## config.mk

```make
export PLATFORM = sky130hd
export DESIGN_NAME = sign_extend
export DESIGN_NICKNAME = d
export VERILOG_FILES = /design/src/rtl/sign_extend.sv
export SDC_FILE = /design/constraint.sdc
export NUM_CORES = 1
export LEC_CHECK = 0
export ABC_AREA = 1
export BUFFER_PORTS_ARGS = -buffer_cell sky130_fd_sc_hd__buf_4
export CORE_AREA = 3 3 56 58
export DETAILED_ROUTE_END_ITERATION = 7
export DIE_AREA = 0 0 59 61
export GPL_ROUTABILITY_DRIVEN = 1
export GPL_TIMING_DRIVEN = 1
export PLACE_DENSITY = 0.79
export SYNTH_ARGS = -nofsm -noshare
export SYNTH_HDL_FRONTEND = slang
export SYNTH_SLANG_ARGS = --single-unit
export TNS_END_PERCENT = 20
```

## constraint.sdc

```tcl
create_clock -name clk -period 1.5 [get_ports clk]
set_clock_uncertainty 0.2 [all_clocks]
set_input_delay 0.3 -clock clk [delete_from_list [all_inputs] [get_ports clk]]
set_output_delay 0.3 -clock clk [all_outputs]
set_load 0.01 [all_outputs]
```

## src/rtl/sign_extend.sv

```systemverilog
// sign_extend: registered immediate widener for the decode stage.
// Widens a 16-bit immediate to 32 bits (sign, zero, upper-half or byte-sign)
// and presents the result one clock after an in_valid cycle.
module sign_extend (
  input  logic        clk,
  input  logic        reset,
  input  logic [15:0] a,
  input  logic [1:0]  mode,
  input  logic        in_valid,
  output logic [31:0] y,
  output logic        out_valid,
  output logic        neg
);

  localparam logic [1:0] MODE_SIGN  = 2'b00;
  localparam logic [1:0] MODE_ZERO  = 2'b01;
  localparam logic [1:0] MODE_UPPER = 2'b10;
  localparam logic [1:0] MODE_BYTE  = 2'b11;

  logic [31:0] ext_val;
  logic [31:0] y_d,         y_q;
  logic        neg_d,       neg_q;
  logic        out_valid_d, out_valid_q;

  // Extension function ahead of the output register; a[15:8] unused in byte mode.
  always_comb begin
    ext_val = 32'h0000_0000;
    unique case (mode)
      MODE_SIGN:  ext_val = {{16{a[15]}}, a};
      MODE_ZERO:  ext_val = {16'h0000, a};
      MODE_UPPER: ext_val = {a, 16'h0000};
      MODE_BYTE:  ext_val = {{24{a[7]}}, a[7:0]};
      default:    ext_val = 32'h0000_0000;
    endcase
  end

  // Next-state: capture on in_valid, otherwise hold the result and drop valid.
  // neg is derived from the same value as y so it always tracks y[31].
  always_comb begin
    y_d         = y_q;
    neg_d       = neg_q;
    out_valid_d = 1'b0;
    if (in_valid) begin
      y_d         = ext_val;
      neg_d       = ext_val[31];
      out_valid_d = 1'b1;
    end
  end

  // Output registers; reset wins over a same-cycle valid input.
  always_ff @(posedge clk) begin
    if (reset) begin
      y_q         <= 32'h0000_0000;
      neg_q       <= 1'b0;
      out_valid_q <= 1'b0;
    end else begin
      y_q         <= y_d;
      neg_q       <= neg_d;
      out_valid_q <= out_valid_d;
    end
  end

  assign y         = y_q;
  assign neg       = neg_q;
  assign out_valid = out_valid_q;

endmodule

```

==> impl_metrics.json, run 1 <==
{
  "io_pins": 55,
  "dpl_cell_area_um2": 1760,
  "antenna_left": 0,
  "period_share_pct": 92.9,
  "drtIter0Drc": 65,
  "power_density_nw_per_um2": 1010,
  "fmax_ghz": 0.717,
  "synth_mux_area_share_pct": 0,
  "synthCells": 180,
  "finalWirelength_um": 3540,
  "ys_seq_area_share_pct": 49.1,
  "syn_area_per_cell_um2": 7.48,
  "stdcell_area_um2": 1840,
  "cts_tree": "built",
  "track_usage_pct": 20.6,
  "grt_pass1_wl_um": 5600,
  "hold_viol": 0,
  "synth_fp_nets": 201,
  "start_kind": "input pin",
  "clock_latency_ps": 340,
  "cpPeakStageDelay_ps": 530,
  "drc_errors": 0,
  "grt_pass1_vias": 1291,
  "hp-class": "input pin to register",
  "synth-compound-area-share_pct": 19.7,
  "r2r_cells": 4,
  "critical_path_arrival_ps": 1470,
  "critPathRequiredTime_ps": 1570,
  "path_max_fanout": 25,
  "final_layout_size_suffix_gt1_share_pct": 31.8,
  "crit_chain": "dlygate4sd3_1, buf_4, inv_4, o21ai_0, a21oi_1",
  "cts_sinks": 33,
  "post_drt_wl_per_cell_um": 13.3,
  "core-area_um2": 2710,
  "clk_pin_slew_ps": 100,
  "critPathCaptureType": "register",
  "critical_path.slowest_cell": "dlygate4sd3_1",
  "hold-path-cell-count": 3,
  "numPortBuffers": 54,
  "rsz0062_at_grt": "no",
  "synth_xor_area_share_pct": 0,
  "numCtsBuffers": 5,
  "dieArea_um2": 3600,
  "maxCapViolations": 0,
  "critical_path_class": "input pin to register",
  "synth_top_family_by_area": "simple AND/OR/NAND/NOR gates",
  "leakage_nw": 0.878,
  "path_delay_family": "buffers and inverters",
  "tightest_slew_ps": 248,
  "n_fill_cell": 253,
  "area_growth_pct": 36.4,
  "drt_first_pass_iters": 4,
  "slew_viol_final": 0,
  "fin_crit_ps": 1390,
  "setup_viol": 0,
  "clock_tree.root_cell": "clkbuf_4",
  "cts.htree.levels": 2,
  "ir_drop_mv": 0.909,
  "relSlewSlack_pct": 83.4,
  "start_util_pct": 49.7,
  "ys_ff_latch": 33,
  "die_w_um": 59,
  "hpwl_um": 2670,
  "grt_start_max_net_pins": 27,
  "cp_num_buf_inv": 3,
  "tns_ps": 0,
  "gp_congestion": 0.804,
  "fin_nets": 256,
  "synthSimpleGateAreaFrac_pct": 24.6,
  "path_depth": 5,
  "antenna_found_initial": 0,
  "synth_cell_types": 16,
  "gr-total-overflow": 0,
  "insertedDiodeCount": 0,
  "clk_path_buf_depth": 2,
  "synth_area_um2": 1350,
  "dr_total_vias": 1417,
  "yosysWarnings": 0,
  "synth-adder-area-share_pct": 0,
  "rows": 19,
  "vias_per_cell": 5.31,
  "status": "completed",
  "fp.dieH_um": 61,
  "post_cts_buffers": 0
}
[per-stage QoR]
stage	instances	util (%)	total power [W]	hold slack, ps	worst slack (ps)
detailed placement	258	64.8	0.00132	257	180
CTS	267	67.7	0.00188	27.3	55.4
global placement	258	64.8	0.00131	262	237
finish	267	67.8	0.00186	49.0	106
global route	267	67.8	0.00195	55.3	20.4
floorplan	180	-	0.00115	240	352
[logic make-up (layout without fill, tap and decap cells)]
family          after synthesis  count (layout)
compound gates               53              53
buf+inv                      16              72
flops                        33              33
simple gates                 78              78
[Yosys cell counts]
cell	n	area, um^2
nand3_1	14	70.1
o21ai_0	25	125
nand2_1	43	161
nand3_2	1	10.0
nor2_1	16	60.1
clkinv_2	1	5.00
buf_4	2	15.0
a21oi_1	28	140
clkbuf_1	4	15.0
inv_1	1	3.75
nand2_2	3	18.8
dfxtp_1	33	661
buf_6	2	22.5
nand2_4	1	11.3
inv_2	2	7.51
buf_2	4	20.0
[cells in the final DEF, fill, tap and decap left out, types with 2 or more instances in the layout]
master,synthesis,layout
a21oi_1,28,28
buf_4,2,59
clkbuf_4,0,5
clkbuf_8,0,2
dfxtp_1,33,33
inv_2,2,2
nand2_1,43,43
nand2_2,3,3
nand3_1,14,14
nor2_1,16,16
o21ai_0,25,25
[tightest hold or removal path: cells and delay by family]
family                 cells  cell delay, ps
buffers and inverters      1              90
AO/OA/AOI/OAI              2             170
[state kept, by name, summed over array words and instances, names as in the netlist]
name / flops
y: 32
out_valid: 1
[power by group]
| part | switching, W | internal, W |
|---|---|---|
| clock network | 0.000291 | 0.000271 |
| registers | 0.0000289 | 0.000933 |
| logic | 0.000179 | 0.000160 |
[cell type report]
type	instances	area, um^2	share of cell area, %
clock buffers	7	65.1	3.54
clock inverters	1	5.00	0.272
inverters	4	17.5	0.954
multi-input cells	131	597	32.5
flip-flops and latches	33	661	36.0
well taps	31	38.8	2.11
repair buffers	60	453	24.7
[path summary, 6_finish.rpt]
check	slack, ps	from	to
worst max-delay path	110	reset	y[9]$_SDFFE_PP0P_
worst min-delay path	50	a[13]	y[13]$_SDFFE_PP0P_
worst max register to register	630	y[17]$_SDFFE_PP0P_	y[17]$_SDFFE_PP0P_
worst min register to register	270	y[4]$_SDFFE_PP0P_	y[4]$_SDFFE_PP0P_
[routing by layer]
metal | track usage (%) | up-vias | part of all wire (%)
met5 | 0 | - | 0
met4 | 10.4 | 0 | 1.6
met3 | 5.32 | 7 | 8.8
met2 | 35.5 | 63 | 50
met1 | 23.5 | 641 | 40
li1 | - | 706 | -
[what timing repair did]
item,in CTS,in global routing
hold endpoints to repair,5,0
endpoints found under the setup margin,0,18
hold buffers,1,0
resized for setup,0,1
No activity file was read; power rests on OpenSTA's default activity.
==> inputs of run 2 (changes only) <==
- PLACE_DENSITY: 0.79 -> 0.78
==> run 2 against run 1 <==
  * Critical path depth down 4
  * Non-clock buffer count rose by 2
  * Power shrank 2.9%
  * Utilization is essentially flat
  * Clock power fell by 10%
  * Largest cell class unchanged
==> impl_metrics.json, run 2 (synthesized netlist as in run 1, its figures left out) <==
{
  "holdCritStartpoint": "a[6]",
  "post_drt_wl_per_cell_um": 13.4,
  "period_share_pct": 89.0,
  "pwr-share-seq_pct": 53.2,
  "startpoint": "y[22]$_SDFFE_PP0P_",
  "clkPwrFrac_pct": 27.9,
  "start_kind": "register",
  "cts_tree": "built",
  "numCtsBuffers": 5,
  "maxCapViolations": 0,
  "cpPeakStageDelay_ps": 370,
  "hold_viol": 0,
  "antenna_left": 0,
  "dpl_cell_area_um2": 1760,
  "track_usage_pct": 21.8,
  "place_inst": 259,
  "gr-total-overflow": 0,
  "drt_first_pass_iters": 4,
  "gp_congestion": 0.903,
  "core-area_um2": 2710,
  "drtIter0Drc": 72,
  "fin_nets": 258,
  "hp-class": "input pin to register",
  "cts.htree.levels": 2,
  "pwr-share-comb_pct": 18.9,
  "n_fill_cell": 257,
  "clock_tree.root_cell": "clkbuf_4",
  "power_density_nw_per_um2": 984,
  "antenna_found_initial": 0,
  "grt_start_max_net_pins": 27,
  "p_int_w": 0.00132,
  "min_to": "y[6]$_SDFFE_PP0P_",
  "insertedDiodeCount": 0,
  "largest_register_ffs": 32,
  "io_pins": 55,
  "area_growth_pct": 36.5,
  "relSlewSlack_pct": 80.1,
  "ir_drop_mv": 0.935,
  "rsz0062_at_grt": "no",
  "clk_pin_slew_ps": 90,
  "rows": 19,
  "clock_latency_ps": 340,
  "numPortBuffers": 54,
  "p_sw_w": 0.000492,
  "final_common_cell": "buf_4",
  "final_layout_size_suffix_gt1_share_pct": 31.2,
  "hpwl_um": 2620,
  "grt_pass1_vias": 1364,
  "dieArea_um2": 3600,
  "tns_ps": 0,
  "critPathRequiredTime_ps": 1000,
  "stdcell_area_um2": 1840,
  "cp_num_buf_inv": 1,
  "drc_errors": 0,
  "fp.dieH_um": 61,
  "r2r_cells": 2,
  "hold-path-cell-count": 3,
  "final_cells": 268,
  "r2r_setup_slack_ps": 590,
  "vias_per_cell": 5.30,
  "leakage_nw": 0.877,
  "critical_path.slowest_cell": "dfxtp_1",
  "path_delay_family": "flip-flops",
  "dr_total_vias": 1421,
  "status": "completed",
  "reg2reg_to": "y[30]$_SDFFE_PP0P_",
  "fin_crit_ps": 1330,
  "r2r-start": "y[30]$_SDFFE_PP0P_",
  "die_w_um": 59,
  "cts_sinks": 33,
  "switching_share_pct": 27.2,
  "fmax_ghz": 0.749,
  "crit_chain": "buf_4",
  "layout_common_cells": "buf_4 (60), nand2_1 (43), dfxtp_1 (33)",
  "path_max_fanout": 2,
  "finalWirelength_um": 3590,
  "critical_path_class": "register to output port",
  "clk_path_buf_depth": 2,
  "critPathCaptureType": "output port",
  "tightest_slew_ps": 298,
  "start_util_pct": 49.7,
  "grt_pass1_wl_um": 5820,
  "slew_viol_final": 0,
  "critical_path_arrival_ps": 830,
  "setup_viol": 0
}
==> run 2: cell count changes in the layout (fill, tap and decap cells not counted), sizes merged <==
cell / delta
dlygate4sd3: +1
buf: +1
inv: -1
==> run 2: cell type report <==
class | count | area [um^2] | area share (%)
Clock buffer | 7 | 55.1 | 3.00
Inverter | 4 | 16.3 | 0.885
Multi-Input combinational cell | 131 | 597 | 32.5
Sequential cell | 33 | 661 | 35.9
Tap cell | 31 | 38.8 | 2.11
Timing Repair Buffer | 62 | 470 | 25.6
==> run 2: per-stage QoR <==
stage | hold slack, ps | util [%] | power [W] | setup slack, ps
floorplan | 240 | - | 0.00115 | 352
global placement | 258 | 65.1 | 0.00131 | 265
detailed placement | 258 | 65.1 | 0.00132 | 207
CTS | 29.0 | 67.8 | 0.00183 | 154
global route | 44.0 | 67.8 | 0.00189 | 125
finish | 38.9 | 67.8 | 0.00181 | 166
==> run 2: how the worst max path moves through the flow <==
stage                                     to  slack, ps  cells past startpoint
after global placement    y[13]$_SDFFE_PP0P_        270                      4
after CTS                              y[21]        150                      1
final                                  y[22]        170                      1
after floorplan           y[11]$_SDFFE_PP0P_        350                      5
after detailed placement   y[9]$_SDFFE_PP0P_        210                      4
after global routing                   y[21]        130                      1
==> run 2: power groups by stage <==
stage	sequential, W	clock [W]	combinational, W
after global routing	0.000967	0.000546	0.000379
after global placement	0.000979	0	0.000330
final	0.000961	0.000505	0.000342
after detailed placement	0.000981	0	0.000339
after CTS	0.000962	0.000520	0.000345
after floorplan	0.00101	0	0.000142
==> run 2: layer usage <==
layer | vias up | global-route usage [%] | part of all wire (%)
li1 | 711 | - | -
met1 | 645 | 22.7 | 39
met2 | 59 | 38.8 | 50
met3 | 6 | 9.15 | 9.7
met4 | 0 | 8.74 | 1.5
met5 | - | 0 | 0
==> run 2: what timing repair did <==
action | CTS | global route
hold endpoints to repair | 6 | 0
endpoints found under the setup margin | 0 | 0
resized for setup | 0 | 0
hold buffers | 2 | 0
setup buffers | 0 | 0
